## src/rtl/uart_rx.sv

```systemverilog
// UART receiver: 8N1 (or 8E1 with UART_RX_PARITY_EN defined), single-byte buffer with status flags,
// read over a picorv32-style wire-OR'ed memory bus selected by enable.
module uart_rx #(
   parameter int unsigned BAUD_DIVIDER = 868
) (
   input  logic        clk,
   input  logic        resetn,
   input  logic        enable,
   input  logic        mem_valid,
   output logic        mem_ready,
   input  logic        mem_instr,
   input  logic [3:0]  mem_wstrb,
   input  logic [31:0] mem_wdata,
   input  logic [31:0] mem_addr,
   output logic [31:0] mem_rdata,
   input  logic        serialIn
);

   localparam logic [15:0] HalfBit = 16'(BAUD_DIVIDER / 2);
   localparam logic [15:0] FullBit = 16'(BAUD_DIVIDER);

   typedef enum logic [2:0] {
      StIdle,
      StStart,
      StData,
      StParity,
      StStop,
      StBreak
   } state_e;

   state_e      state_q, state_d;
   logic        sync_q, rxs_q;
   logic [15:0] timer_q, timer_d;
   logic [2:0]  bit_count_q, bit_count_d;
   logic [7:0]  shifter_q, shifter_d;
   logic [7:0]  buffer_q, buffer_d;
   logic        full_q, full_d;
   logic        overrun_q, overrun_d;
   logic        framing_q, framing_d;
   logic        parity_q, parity_d;
   logic        deliver_q, deliver_d;
   logic        rdy_q;
   logic [31:0] rdata_q, rdata_d;

   logic        framing_set, parity_set, overrun_set;
   logic        act, is_read, rd_data, rd_status, wr_status;

   logic unused_bus;
   assign unused_bus = ^{mem_instr, mem_addr[31:3], mem_addr[1:0], mem_wdata[31:4], mem_wdata[0]};

   always_ff @(posedge clk or negedge resetn) begin
      if (!resetn) begin
         state_q <= StIdle;
      end else begin
         state_q <= state_d;
      end
   end

   always_comb begin
      state_d     = state_q;
      timer_d     = timer_q + 16'd1;
      bit_count_d = bit_count_q;
      shifter_d   = shifter_q;
      deliver_d   = 1'b0;
      framing_set = 1'b0;
      parity_set  = 1'b0;
      unique case (state_q)
         StIdle: begin
            if (!rxs_q) state_d = StStart;
         end
         StStart: begin
            // Half-bit wait puts every later sample in the middle of its bit.
            if (timer_q == HalfBit) begin
               if (!rxs_q) begin
                  state_d     = StData;
                  bit_count_d = 3'd0;
               end else begin
                  state_d = StIdle;
               end
            end
         end
         StData: begin
            if (timer_q == FullBit) begin
               shifter_d   = {rxs_q, shifter_q[7:1]};
               bit_count_d = bit_count_q + 3'd1;
               timer_d     = 16'd0;
`ifdef UART_RX_PARITY_EN
               if (bit_count_q == 3'd7) state_d = StParity;
`else
               if (bit_count_q == 3'd7) state_d = StStop;
`endif
            end
         end
`ifdef UART_RX_PARITY_EN
         StParity: begin
            if (timer_q == FullBit) begin
               parity_set = ^{shifter_q, rxs_q};
               state_d    = StStop;
            end
         end
`endif
         StStop: begin
            if (timer_q == FullBit) begin
               if (rxs_q) begin
                  deliver_d = 1'b1;
                  state_d   = StIdle;
               end else begin
                  framing_set = 1'b1;
                  state_d     = StBreak;
               end
            end
         end
         StBreak: begin
            if (rxs_q) state_d = StIdle;
         end
         default: state_d = StIdle;
      endcase
      if (state_d != state_q) timer_d = 16'd0;
   end

   assign act       = mem_valid & enable & ~rdy_q;
   assign is_read   = act & (mem_wstrb == 4'b0000);
   assign rd_data   = is_read & ~mem_addr[2];
   assign rd_status = is_read & mem_addr[2];
   assign wr_status = act & mem_wstrb[0] & mem_addr[2];

   always_comb begin
      buffer_d    = buffer_q;
      full_d      = full_q;
      overrun_set = 1'b0;
      // A DATA read in the delivery cycle takes the old byte, so the new one may replace it.
      if (deliver_q) begin
         if (!full_q || rd_data) begin
            buffer_d = shifter_q;
            full_d   = 1'b1;
         end else begin
            overrun_set = 1'b1;
         end
      end else if (rd_data) begin
         full_d = 1'b0;
      end

      overrun_d = overrun_set | (overrun_q & ~(wr_status & mem_wdata[1]));
      framing_d = framing_set | (framing_q & ~(wr_status & mem_wdata[2]));
      parity_d  = parity_set  | (parity_q  & ~(wr_status & mem_wdata[3]));

      rdata_d = rdata_q;
      if (rd_data) begin
         rdata_d = {23'b0, full_q, buffer_q};
      end else if (rd_status) begin
         rdata_d = {28'b0, parity_q, framing_q, overrun_q, full_q};
      end
   end

   always_ff @(posedge clk or negedge resetn) begin
      if (!resetn) begin
         sync_q      <= 1'b1;
         rxs_q       <= 1'b1;
         timer_q     <= 16'd0;
         bit_count_q <= 3'd0;
         shifter_q   <= 8'd0;
         buffer_q    <= 8'd0;
         full_q      <= 1'b0;
         overrun_q   <= 1'b0;
         framing_q   <= 1'b0;
         parity_q    <= 1'b0;
         deliver_q   <= 1'b0;
         rdy_q       <= 1'b0;
         rdata_q     <= 32'd0;
      end else begin
         sync_q      <= serialIn;
         rxs_q       <= sync_q;
         timer_q     <= timer_d;
         bit_count_q <= bit_count_d;
         shifter_q   <= shifter_d;
         buffer_q    <= buffer_d;
         full_q      <= full_d;
         overrun_q   <= overrun_d;
         framing_q   <= framing_d;
         parity_q    <= parity_d;
         deliver_q   <= deliver_d;
         rdy_q       <= act;
         rdata_q     <= rdata_d;
      end
   end

   assign mem_ready = enable ? rdy_q : 1'b0;
   assign mem_rdata = enable ? rdata_q : 32'd0;

endmodule

```

## config.mk

```make
export PLATFORM = sky130hd
export DESIGN_NAME = uart_rx
export DESIGN_NICKNAME = d
export VERILOG_FILES = /design/src/rtl/uart_rx.sv
export SDC_FILE = /design/constraint.sdc
export NUM_CORES = 1
export LEC_CHECK = 0
export CAP_MARGIN = 10
export CORE_ASPECT_RATIO = 1.4
export CORE_MARGIN = 2
export CORE_UTILIZATION = 30
export DETAILED_ROUTE_END_ITERATION = 7
export PLACE_DENSITY = 0.63
export SYNTH_ARGS = -nofsm -noshare
export SYNTH_HDL_FRONTEND = slang
export SYNTH_SLANG_ARGS = --single-unit
```

## constraint.sdc

```tcl
create_clock -name clk -period 2.5 [get_ports clk]
set_input_delay 0.25 -clock clk [delete_from_list [all_inputs] [get_ports clk]]
set_output_delay 0.25 -clock clk [all_outputs]
set_load 0.05 [all_outputs]
```

Word-level counts from Yosys, hierarchy flattened
Index checks and enable logic that the tools add are counted.

storage, ports and cells
  register bits = 78
  latch bits = 0
  bits in writable memories = 0
  ROM bits = 0
  memories = 0

cells by class
  $add $sub $neg = 2
  multipliers = 0
  div/mod/pow operators = 0
  order comparisons = 0
  equality and inequality tests = 12
  shifts and indexed selects = 0
  muxes and demuxes = 31
  bitwise logic cells = 20
  reduce and logical (&&, ||, !) cells = 11

operators with widths
  cell                                                                     count
  32-bit two-way mux                                                       3
  16-bit two-way mux                                                       3
  3-bit two-way mux                                                        10
  16-bit by 1-bit adder with 16-bit output, second input constant          1
  16-bit by 10-bit equality test with 1-bit output, second input constant  1
  16-bit by 9-bit equality test with 1-bit output, second input constant   1
  3-bit case mux with 5 select lines                                       1
  1-bit bitwise AND                                                        13
  1-bit two-way mux                                                        12
  3-bit equality test, second input constant                               3
  2-bit inequality test, second input constant                             3
  3-bit case mux with 2 select lines                                       1
  2-bit AND reduction                                                      3
  2-bit nonzero test                                                       3
  1-bit inverter                                                           5
  4-bit logical NOT                                                        1
  4-bit AND reduction                                                      1
  3-bit by 1-bit adder with 3-bit output, second input constant            1
  3-bit by 1-bit equality test with 1-bit output, second input constant    1
  3-bit by 2-bit equality test with 1-bit output, second input constant    1
  3-bit logical NOT                                                        1
  3-bit inequality test                                                    1
  2-bit two-way mux                                                        1
  2-bit by 1-bit inequality test with 1-bit output, second input constant  1
  3 further kinds                                                          4

Depth between registers and ports, before layout
  word-level depth = 8
  depth in mapped cells = 8
  gate-level depth less buffers = 7

Least setup slack after synthesis
Ideal clock, no wire load.

  path type = register to register
  start = register timer_q[2]
  end = register timer_q[4]
  arrival time = 1901 ps
  setup slack = 480 ps
  cell stages (with the launch flop) = 7
  path buffers = 1
  clock period less this slack = 2020 ps
  cell sequence = dfrtp_1 > or4b_1 > nor4_4 > a311oi_2 > o32ai_4 > buf_6 > nor2_1

between the ends
  word-level cells in the longest chain between the ends = 5

RTL lines
  what                                                                                              RTL line  source
  start, declared                                                                                   33        logic [15:0] timer_q, timer_d;
  start signal, assigned                                                                            173       timer_q <= timer_d;
  parallel branches: the longest is 4 deep, another holds 16-bit by 1-bit adder with 16-bit output  --
  16-bit two-way mux (*)                                                                            118       if (state_d != state_q) timer_d = 16'd0;
  net timer_d[4]                                                                                    33

Mark *: on every way through the listed nets, which the timed path passes.
A chain may end at the register's enable or synchronous reset.

Final worst setup path
  start = register timer_q[12]
  end = register timer_q[5]

between the ends
  word-level cells in the longest chain between the ends = 5

RTL lines
  what                                                                                                                 RTL line     source
  16-bit by 10-bit equality test with 1-bit output or 16-bit by 9-bit equality test with 1-bit output (tied branches)  83, 103, 73
  3-bit two-way mux, on equally long branches                                                                          103, 73, 83
  3-bit case mux with 5 select lines                                                                                   67           unique case (state_q)
  3-bit inequality test                                                                                                118
  16-bit two-way mux (*)                                                                                               118
  net timer_d[5]                                                                                                       33

Mark *: on every way through the listed nets, which the timed path passes. The rest lies on a longest branch.

==> impl_results.md <==
- Initial Utilization: a little under a third
- CP dominant cell by count: nor2_1
- Tcrit/Tclk final: between 80 and 90%
- Worst skew pair latency: approximately 0.30 ns
- Clock Skews: 0.00745 ns
- Share of layout cells above drive strength 1: between 10% and 20%
- Worst path max stage delay: 0.61 ns
- Core area: 9350 um^2
- Status: finished clean
- Cell Area, Synth: roughly 2900 um^2
- CP Capture Type: register
- CTS Buffer Depth: 2
- Commonest non-fill, non-tap cell in the layout: dfrtp_1
- Netlist cell types: 46
- Worst path cell trace: or4_4, nor2_1, a21oi_1, o32ai_4, buf_4, nor2_1
- Synth top area share: a little under half
- CTS Hold Buffers Added: 0
- CP top delay family: simple AND/OR/NAND/NOR gates
- Asr flop ratio synth: 100%
- CP max-delay cell: or4_4
- Area Overhead vs Synth: 15.1%
- Area post-placement: roughly 3100 um^2
- Crit path max fanout: 16
- Yosys reg bits: between 50 and 60
- Post-Place Setup Slack: roughly 0.21 ns
- Final min period: approximately 2.2 ns
- Synth Area per Inst: between 10 and 15 um^2
- Initial antenna violation count: 0
- Vias per inst: approximately 4.7
- Worst EP required: 2.68 ns
- PortBufs: 22
- Starting DRT DRC Count: 55
- P_leak: around 0.0015 uW
- Sequential share of the synthesized area: between 40% and 50%
- Fmax: around 0.46 GHz
- Seq pwr share: 50.8%
- Peak supply drop: ~260 uV
- Net switching power: ~480 uW
- Mean routed wirelength per cell: roughly 12 um
- Ant. Diodes: 0
- Synth area leader: dfrtp_1
- Reg2reg end: timer_q[5]$_DFF_PN0_
- Sw Ratio: between 20% and 30%
- Worst-Margin Slew: between 0.9 and 1 ns
- First-pass GRT wire length: approximately 9.0 mm
- CP Buf/Inv Count: 1
- Clock sinks: between 50 and 60
- Clock network fraction of total power: between 30 and 40%
- Routed vias: just under 2000
- GR Overflow Total: 0
- Worst-path clk slew: around 0.08 ns
- Die area: roughly 10000 um^2
- Most common flop cell mapped by yosys: dfrtp_1
- Synth top area cells: dfrtp_1, buf_4, mux2_2
- Gp weighted congestion: 0.828
- Hold WC Path Type: in -> async
- Worst hold slack: around 0.10 ns
- CTS tree: built
- Flop2flop setup slack: roughly 0.32 ns
- Vias in the first global route: just under 2000
- # IOs: around 110
- Root Buffer Master: clkbuf_16
- RSZ-0062 raised after global routing: no
- Total track usage: a little over a tenth
- Power, Total: 1810 uW
- Kind of critical path: reg -> reg
- Pwr/cell area: ~550 nW/um^2
- H-tree levels: 2
- Final Hold Vio Count: 0
- Setup-failing EPs final: 0
- Worst Setup Start Kind: register
- PnR worst setup slack: 0.318 ns
- Arrival time at the worst endpoint: approximately 2.4 ns
- Most frequent cells in the layout: dfrtp_1, nand2_1, nor2_1, conb_1, clkdlybuf4s50_1
- Vert. Die Dim: 119 um
- Row cnt: 42
- Gate Count Post-Synth: 274
- Final Cell Area: approximately 3300 um^2
- Num CTS Buffers: 5
- Syn. warnings: 0
- DRT Pass-1 Iters: 4
- Max_cap viols: 0
- Final Slew Violations: 0
- Reg2reg start: timer_q[12]$_DFF_PN0_
- Post-CTS Resized: 0
- FILL cells: about 950
- Post-synth EDFFs: 0
- Max-Slew Margin vs Limit: 35.5%
- Total wire length: between 5 and 6 mm
- Die W: 86.4 um
- R2r worst-path depth: 6
- P_int: 1330 uW
- Setup TNS: 0 ns
- Routed Antenna Nets: 0
- Nets: between 300 and 400
- Setup Fix Bufs, Post-CTS: 0
- DP Wirelength: around 3.8 mm
- Largest net degree at the start of global routing: 45
- Combinational power share: 9.5%
- Residual DRC: 0
## cell families after synthesis
| logic type | count (synthesis) | share of synthesized area (%) |
|---|---|---|
| adders and majority gates | 5 | 2.19 |
| AOI/OAI and AO/OA | 31 | 8.42 |
| xor gates and xnor gates | 14 | 4.30 |
| muxes | 19 | 7.46 |
| buffers and inverters | 37 | 8.29 |
| and+or+nand+nor | 112 | 20.9 |
| other | 1 | 0.131 |
| DFF | 55 | 48.3 |
## power by group through the flow
stage	clock network (uW)	registers (uW)	logic (uW)
after global routing	778	921	186
after CTS	744	918	174
final	716	918	172
after detailed placement	0	936	174
after floorplan	0	931	148
after global placement	0	934	172
## layout make-up
class | count | area, um^2 | area share [%]
sequential | 55 | 1380 | 42.0
multi-input combinational | 204 | 1320 | 40.2
timing repair buffer | 29 | 268 | 8.15
tap | 110 | 138 | 4.19
clock buffer | 5 | 125 | 3.81
clock inverter | 3 | 28.8 | 0.876
inverter | 7 | 26.3 | 0.800
## worst register-to-register path: stages (launching register included)
cell and delay, ns:
dfrtp_1 0.42, or4_4 0.61, nor2_1 0.33, a21oi_1 0.12, o32ai_4 0.26, buf_4 0.25, nor2_1 0.08
## routing by layer
metal  routed length, um  GRT usage, %  up-vias
met5                   0             0        -
met4                 117          5.08        0
met3                 223          2.84        8
met2                2710          19.8       42
met1                2010          11.5      925
li1                    -             -      950
## registers in the layout, indices dropped and copies added, names as in the netlist
name	count
timer_q	16
rdata_q	9
buffer_q	8
shifter_q	8
bit_count_q	3
state_q	3
deliver_q	1
framing_q	1
full_q	1
overrun_q	1
parity_q	1
rdy_q	1
rxs_q	1
sync_q	1
## stage by stage
stage	util (%)	std cells
detailed placement	33.5	405
CTS	35.1	413
finish	35.1	413
floorplan	-	296
global placement	33.5	405
global route	35.1	413
## cell usage after synthesis, types with 2 or more instances
library cell	number
nor2_1	23
a21oi_1	4
xnor2_1	6
and2_1	10
dfstp_2	2
xor2_1	8
or3_1	2
nand2b_1	5
mux2i_1	4
a32o_1	2
a31oi_1	2
nor4_4	2
o21ai_0	15
nand2_1	41
dfrtp_1	53
mux2_2	14
and3_1	2
buf_2	2
buf_4	23
nor4_1	2
nand4_1	5
inv_1	7
clkbuf_1	3
a32oi_1	2
nor3_1	4
nand3_1	5
and4_1	3
ha_1	5
## worst max-delay path by stage
stage | from | endpoint | slack (ns) | depth (start not counted)
CTS | timer_q[12]$_DFF_PN0_ | timer_q[13]$_DFF_PN0_ | 0.31 | 6
detailed placement | enable | buffer_q[2]$_DFFE_PN0P_ | 0.21 | 6
finish | timer_q[12]$_DFF_PN0_ | timer_q[5]$_DFF_PN0_ | 0.32 | 6
global route | timer_q[12]$_DFF_PN0_ | timer_q[15]$_DFF_PN0_ | 0.20 | 6
global placement | enable | buffer_q[3]$_DFFE_PN0P_ | 0.23 | 6
floorplan | timer_q[2]$_DFF_PN0_ | timer_q[4]$_DFF_PN0_ | 0.48 | 6
Note: power is estimated with default switching activity, not from simulation.
